===== src/rtl/pwm_duty_decoder_pkg.sv =====
// Shared audio definitions: decoder FSM states and default widths/limits that
// must stay aligned with the PWM generator.
package pwm_duty_decoder_pkg;

  localparam int unsigned CNT_W_DEF       = 12;
  localparam int unsigned TIMEOUT_CYC_DEF = 4095;
  localparam int unsigned SYNC_STAGES_DEF = 2;

  typedef enum logic {
    ST_IDLE = 1'b0,
    ST_RUN  = 1'b1
  } dec_state_e;

endpackage


===== src/rtl/pwm_duty_decoder_in_sync.sv =====
// Multi-flop synchroniser for an asynchronous io input, plus a rising-edge
// detect on the synchronised level.
module pwm_in_sync
  import pwm_duty_decoder_pkg::*;
#(
  parameter int unsigned SYNC_STAGES = SYNC_STAGES_DEF
) (
  input  logic clk,
  input  logic reset,
  input  logic d_i,
  output logic pwm_s_o,
  output logic rise_o
);

  logic [SYNC_STAGES-1:0] sync_q;
  logic                   pwm_d_q;

  // Synchroniser chain and one-cycle delayed copy for edge detection
  always_ff @(posedge clk or posedge reset) begin
    if (reset) begin
      sync_q  <= '0;
      pwm_d_q <= 1'b0;
    end else begin
      sync_q  <= {sync_q[SYNC_STAGES-2:0], d_i};
      pwm_d_q <= sync_q[SYNC_STAGES-1];
    end
  end

  assign pwm_s_o = sync_q[SYNC_STAGES-1];
  assign rise_o  = sync_q[SYNC_STAGES-1] & ~pwm_d_q;

endmodule


===== src/rtl/pwm_duty_decoder.sv =====
// PWM receive decoder: measures high time and period between synchronised
// rising edges and delivers them over valid/ready with timeout and overrun flags.
module pwm_duty_decoder
  import pwm_duty_decoder_pkg::*;
#(
  parameter int unsigned CNT_W       = CNT_W_DEF,
  parameter int unsigned SYNC_STAGES = SYNC_STAGES_DEF,
  parameter int unsigned TIMEOUT_CYC = TIMEOUT_CYC_DEF
) (
  input  logic             clk,
  input  logic             reset,
  input  logic             enable,
  input  logic             pwm_in,
  output logic [CNT_W-1:0] sample_o,
  output logic [CNT_W-1:0] period_o,
  output logic             sample_valid_o,
  input  logic             sample_ready_i,
  output logic             timeout_o,
  output logic             level_o,
  output logic             overrun_o,
  input  logic             overrun_clr_i
);

  localparam logic [CNT_W-1:0] TIMEOUT_VAL = CNT_W'(TIMEOUT_CYC);
  localparam logic [CNT_W-1:0] CNT_ONE     = {{(CNT_W-1){1'b0}}, 1'b1};

  logic             pwm_s;
  logic             rise;

  dec_state_e       state_q;
  logic [CNT_W-1:0] period_cnt_q;
  logic [CNT_W-1:0] hi_cnt_q;
  logic             emit_q;
  logic [CNT_W-1:0] emit_hi_q;
  logic [CNT_W-1:0] emit_per_q;
  logic             timeout_q;
  logic             level_q;

  logic [CNT_W-1:0] sample_q, sample_d;
  logic [CNT_W-1:0] period_q, period_d;
  logic             valid_q, valid_d;
  logic             overrun_q, overrun_d;

  pwm_in_sync #(
    .SYNC_STAGES(SYNC_STAGES)
  ) u_sync (
    .clk    (clk),
    .reset  (reset),
    .d_i    (pwm_in),
    .pwm_s_o(pwm_s),
    .rise_o (rise)
  );

  // Measurement FSM; a completed period is staged in emit_* for one cycle
  always_ff @(posedge clk or posedge reset) begin
    if (reset) begin
      state_q      <= ST_IDLE;
      period_cnt_q <= '0;
      hi_cnt_q     <= '0;
      emit_q       <= 1'b0;
      emit_hi_q    <= '0;
      emit_per_q   <= '0;
      timeout_q    <= 1'b0;
      level_q      <= 1'b0;
    end else if (!enable) begin
      state_q      <= ST_IDLE;
      period_cnt_q <= '0;
      hi_cnt_q     <= '0;
      emit_q       <= 1'b0;
      timeout_q    <= 1'b0;
    end else begin
      emit_q <= 1'b0;
      case (state_q)
        ST_IDLE: begin
          if (rise) begin
            state_q      <= ST_RUN;
            period_cnt_q <= CNT_ONE;
            hi_cnt_q     <= CNT_ONE;
            timeout_q    <= 1'b0;
          end
        end
        ST_RUN: begin
          if (rise) begin
            emit_q       <= 1'b1;
            emit_hi_q    <= hi_cnt_q;
            emit_per_q   <= period_cnt_q;
            period_cnt_q <= CNT_ONE;
            hi_cnt_q     <= CNT_ONE;
          end else if (period_cnt_q == TIMEOUT_VAL) begin
            // Line is dead; drop the partial period and remember where it stuck
            state_q      <= ST_IDLE;
            timeout_q    <= 1'b1;
            level_q      <= pwm_s;
            period_cnt_q <= '0;
            hi_cnt_q     <= '0;
          end else begin
            period_cnt_q <= period_cnt_q + CNT_ONE;
            hi_cnt_q     <= hi_cnt_q + {{(CNT_W-1){1'b0}}, pwm_s};
          end
        end
        default: begin
          state_q <= ST_IDLE;
        end
      endcase
    end
  end

  // Output handshake next state; overrun set beats a same-cycle clear
  always_comb begin
    sample_d  = sample_q;
    period_d  = period_q;
    valid_d   = valid_q;
    overrun_d = overrun_clr_i ? 1'b0 : overrun_q;
    if (!enable) begin
      valid_d = 1'b0;
    end else if (emit_q) begin
      if (!valid_q || sample_ready_i) begin
        sample_d = emit_hi_q;
        period_d = emit_per_q;
        valid_d  = 1'b1;
      end else begin
        overrun_d = 1'b1;
      end
    end else if (sample_ready_i) begin
      valid_d = 1'b0;
    end else begin
      valid_d = valid_q;
    end
  end

  // Output sample register
  always_ff @(posedge clk or posedge reset) begin
    if (reset) begin
      sample_q  <= '0;
      period_q  <= '0;
      valid_q   <= 1'b0;
      overrun_q <= 1'b0;
    end else begin
      sample_q  <= sample_d;
      period_q  <= period_d;
      valid_q   <= valid_d;
      overrun_q <= overrun_d;
    end
  end

  assign sample_o       = sample_q;
  assign period_o       = period_q;
  assign sample_valid_o = valid_q;
  assign timeout_o      = timeout_q;
  assign level_o        = level_q;
  assign overrun_o      = overrun_q;

endmodule


===== config.mk =====
export PLATFORM = sky130hd
export DESIGN_NAME = pwm_duty_decoder
export DESIGN_NICKNAME = d
export VERILOG_FILES = /design/src/rtl/pwm_duty_decoder_pkg.sv /design/src/rtl/pwm_duty_decoder_in_sync.sv /design/src/rtl/pwm_duty_decoder.sv
export SDC_FILE = /design/constraint.sdc
export NUM_CORES = 1
export LEC_CHECK = 0
export ABC_CLOCK_PERIOD_IN_PS = 2800
export BUFFER_PORTS_ARGS = -buffer_cell sky130_fd_sc_hd__buf_2
export CAP_MARGIN = 20
export CORE_ASPECT_RATIO = 0.8
export CORE_MARGIN = 3
export CORE_UTILIZATION = 55
export DETAILED_ROUTE_END_ITERATION = 7
export GPL_TIMING_DRIVEN = 0
export PLACE_DENSITY = 0.75
export SLEW_MARGIN = 20
export SYNTH_ARGS = -nofsm -noshare
export SYNTH_HDL_FRONTEND = slang
export SYNTH_SLANG_ARGS = --single-unit

===== constraint.sdc =====
create_clock -name clk -period 2.8 [get_ports clk]
set_input_delay 0 -clock clk [delete_from_list [all_inputs] [get_ports clk]]
set_output_delay 0 -clock clk [all_outputs]
set_load 0.005 [all_outputs]

### Yosys cells after proc, flatten, opt, wreduce, memory -nomap -nowiden

Index checks and enable logic that the tools add are counted.

| word-level totals | value |
|---|---|
| register bits after elaboration | 81 |
| input bits | 6 |
| logic and storage cells | 62 |

| operators by class | value |
|---|---|
| $add $sub $neg | 2 |
| equality and inequality tests | 6 |
| muxes and demuxes | 29 |
| bitwise logic cells | 4 |
| reduce and logical (&&, ||, !) cells | 7 |

Operators by type and width:

| operator | number |
|---|---|
| $mux 12 | 7 |
| $pmux 12 s2 | 2 |
| $mux 1 | 18 |
| $add 12x1->12 | 1 |
| $add 12x1->12 const B | 1 |
| $eq 12x12->1 const B | 1 |
| $reduce_and 3->1 | 3 |
| $ne 3x2->1 const B | 2 |
| $ne 3x3->1 const B | 2 |
| $pmux 1 s2 | 2 |
| $reduce_and 4->1 | 1 |
| $ne 3x1->1 const B | 1 |
| $not 1->1 | 3 |
| $reduce_and 2->1 | 1 |
| $and 1x1->1 | 1 |
| $logic_not 1->1 | 1 |
| $logic_or 1x1->1 | 1 |

### Depth between registers and ports, before layout

| depth | value |
|---|---|
| depth in word-level cells | 5 |
| mapped depth | 7 |
| depth with buffers taken out | 5 |

### Hierarchy

From an unflattened synthesis, not the netlist that was laid out.

| unflattened totals | value |
|---|---|
| cell total of the unflattened synthesis | 282 |
| area, all modules | 3,484.6 um2 |

Modules (own cells, without submodules):

| module | instances | cells each | area an instance (um2) | sequential area each (um2) |
|---|---|---|---|---|
| pwm_duty_decoder | 1 | 277 | 3,392.0 | 1,951.9 |
| pwm_in_sync | 1 | 5 | 92.6 | 75.1 |

### Worst setup path after synthesis

No wires, ideal clock.

| path | value |
|---|---|
| kind | register to register |
| from | register period_cnt_q[0] |
| to | register hi_cnt_q[0] |
| library setup time | 0.123 ns |
| arrival time | 1.743 ns |
| slack | 0.934 ns |
| stages on the path, launching flop included | 8 |
| buffers on the path | 2 |
| clock period less this slack | 1.866 ns |
| cell sequence | dfrtp_1 ha_1 clkbuf_1 nand4_2 o41a_1 buf_6 a221oi_2 nor2_1 |

| between the ends | value |
|---|---|
| cells in the longest elaborated chain, start to end | 5 |

RTL lines:

| item | RTL line | RTL |
|---|---|---|
| from (decl) | pwm_duty_decoder.sv:31 | `logic [CNT_W-1:0] period_cnt_q;` |
| from (signal assigned) | pwm_duty_decoder.sv:97 | `period_cnt_q <= period_cnt_q + CNT_ONE;` |
| $eq 12x12->1 | pwm_duty_decoder.sv:89 | `end else if (period_cnt_q == TIMEOUT_VAL) begin` |
| $mux 12 | pwm_duty_decoder.sv:89 |  |
| $mux 12 | pwm_duty_decoder.sv:83 | `if (rise) begin` |
| $pmux 12 s2 | pwm_duty_decoder.sv:73 | `case (state_q)` |
| $mux 12 | pwm_duty_decoder.sv:65 | `end else if (!enable) begin` |
| to (signal assigned) | pwm_duty_decoder.sv:98 | `hi_cnt_q <= hi_cnt_q + {{(CNT_W-1){1'b0}}, pwm_s};` |
| to (decl) | pwm_duty_decoder.sv:32 | `logic [CNT_W-1:0] hi_cnt_q;` |

No other way between the ends.
A chain may end at the register's enable or synchronous reset.

### Final worst setup path

| path | value |
|---|---|
| from | register period_cnt_q[0] |
| to | register hi_cnt_q[5] |

Same word-level chain as after synthesis.

==> reports/results.ini <==
[yosys]
syn_area_per_cell_sq_um = 12.0
synthMuxAreaShare = 0.139
synth_area_sq_um = 3500
synth_flop_cell = dfrtp_1
synthAdderAreaFrac = 0.0107
synth_top_cell_by_area = dfrtp_1
synth_top_family_by_area = multiplexers
synth-compound-area-share = 0.101
seq_area_frac_synth = 0.580
synth_xor_area_frac = 0.0150
ys_seq_elements = 81
synth_most_common_cell = dfrtp_1
yosysTopAreaCellShare = 0.580
synth_area_leaders = dfrtp_1, mux2_2, o21ai_0
synth-async-reset-ratio = 1.00
syn_nets = 300
synth_common_cells = dfrtp_1, mux2_2, nand2_1, o21ai_0
synth_simple_gate_area_frac = 0.127
yosysUniqueCellTypes = 42
postSynthCellCount = 291
synth-edff-count = 0
synth_warnings = 0

[grt]
grt_use_met2 = 0.330
antenna_found_initial = 0
grt_pass1_vias = 2479
grt_max_degree = 42
grt_pass1_wl_microns = 12100
top_usage_layer = met2
grt_overflow_total = 0
grtUsageMet3 = 0.0637
grt.total_usage = 0.214
met1_usage = 0.294

[routing]
drcViolationCount = 0
vias_per_cell = 5.82
routed_wl_microns = 7000
num_vias = 2489
drt_pass1_iterations = 4
drtIter0Drc = 188
avgRoutedWirePerCell_microns = 16.3
ant_nets = 0

[critical_path]
worstPathRequired_ns = 3.02
critical_path_class = flip-flop to flip-flop
startpoint_type = flip-flop
arrival_ns = 2.45
cp-end-kind = flip-flop
cp_max_fo = 10

[sta]
max_slew.worst_pin.slew_ns = 0.756
holdWs_ns = 0.237
skew_ns = 0.00394
period_share = 0.796
setup_viol = 0
period_needed_ns = 2.23
max_freq_ghz = 0.449
hold_violations = 0
slew_headroom = 0.496
rsz0062_at_grt = no
slew_viol_final = 0

[finish]
syn2layout_area_growth_pct = 16.5
diodes = 0
fin_cells = 428
final_nets = 351
utilization = 0.675
drive_above_1_share = 0.294

[place]
hpwlAfterDp_microns = 4770
dpl.cell_count = 406
gp_congestion = 0.876
port_buffers = 33

[cts]
cts_root_buf = clkbuf_8
tritoncts = yes
h-tree-depth = 3
clk_pin_slew_ns = 0.08
cts_buffer_depth = 2
clock_latency_ns = 0.35
post_cts_buffers = 0
cts_made_buffers = 9
cts_sinks = 81

[power_and_ir_drop]
pwr-share-clk = 0.413
peakVddDrop_mv = 0.335
pwr-share-seq = 0.530
p_switching_uw = 510
combPwrFrac = 0.057
powerDensity_nw_per_um2 = 566
swShare = 0.221
internal_power_mw = 1.79
cellLeakagePower_nw = 1.97

[floorplan]
start_util = 0.579
dieArea_sq_um = 7350
chipHeight_microns = 77.3
fp-row-count = 25
die_w_microns = 95.1
ioPinCount = 34
core_area_sq_um = 6040

[run]
maxCapViolations = 0

[worst_hold_path]
min_path_type = input pin to asynchronous set/reset pin

[status]
status = finished clean

-- stage by stage --
step | worst slack [ns] | total power [mW] | TNS, ns | cell area, sq um
final | 0.571 | 2.30 | 0 | 4070
after global routing | 0.439 | 2.40 | 0 | 4070
after CTS | 0.619 | 2.33 | 0 | 4070
after detailed placement | 0.643 | 1.37 | 0 | 3780
after global placement | -0.154 | 1.36 | -12.17 | 3760
after floorplan | 0.720 | 1.32 | 0 | 3500
-- routing by layer --
metal  vias up  wire, microns
met3         8            412
met5         -              0
li1       1157              -
met4         0             64
met2        68           3380
met1      1256           3140
-- worst paths after layout --
check	start	end	slack, ns	depth (start not counted)
max	period_cnt_q[0]	hi_cnt_q[5]	0.57	7
min	reset	period_o[2]	0.24	3
max reg2reg	period_cnt_q[0]	hi_cnt_q[5]	0.57	7
min reg2reg	u_sync.sync_q[0]	u_sync.sync_q[1]	0.35	0
max in group asynchronous	reset	sample_o[3]	1.97	4
min in group clk	pwm_in	u_sync.sync_q[0]	0.30	2
-- sequential cells by signal, indices dropped and copies added, names as in the netlist, 2 cells and up --
signal	flops
hi_cnt_q	12
emit_per_q	12
period_cnt_q	12
period_o	12
sample_o	12
u_sync.sync_q	2
emit_hi_q	12
-- critical path: stages, from the launching register on --
cell      delay, ns
dfrtp_1        0.41
ha_1           0.16
clkbuf_1       0.33
nand4_2        0.23
o41a_1         0.46
buf_6          0.19
a31oi_1        0.18
o22ai_1        0.13
-- cell families after synthesis --
logic type / after synthesis
fa+ha+maj: 3
simple gates: 82
flops: 81
compound gates: 52
xor+xnor: 6
mux: 43
buf+inv: 24
-- placed cells by master (no fill, tap or decap), types with 3 or more instances in the layout --
master         instances
a21o_1                 3
a21oi_1                5
a31oi_1               12
and2_1                 4
and4_1                 4
buf_1                  4
buf_2                 35
clkbuf_1               6
clkbuf_8              11
dfrtp_1               81
dlygate4sd3_1          6
ha_1                   3
inv_1                 10
mux2_2                43
nand2_1               24
nand3_1               12
nand4_1                5
nor2_1                10
nor3_1                 4
o21ai_0               19
or3_1                  3
or4_1                  5
xor2_1                 6
-- power by group through the flow --
stage               Clock [mW]  Sequential [mW]  Combinational, mW
floorplan                    0             1.24             0.0862
global placement             0             1.24              0.120
detailed placement           0             1.24              0.127
CTS                      0.976             1.22              0.132
global route              1.03             1.23              0.146
finish                   0.951             1.22              0.131
-- final cells by class --
cell class	count	area, sq um
Buffer	13	58.8
Clock buffer	11	151
Clock inverter	5	77.6
Fill cell	473	1960
Inverter	11	43.8
Multi-Input combinational cell	186	1370
Sequential cell	81	2030
Tap cell	81	101
Timing Repair Buffer	40	245
-- what timing repair did --
action / 4_1_cts / 5_1_grt
endpoints found under the hold margin: 44 / 0
gates resized for setup: 0 / 0
hold buffers: 6 / 0
No activity file was read; power rests on OpenSTA's default activity.
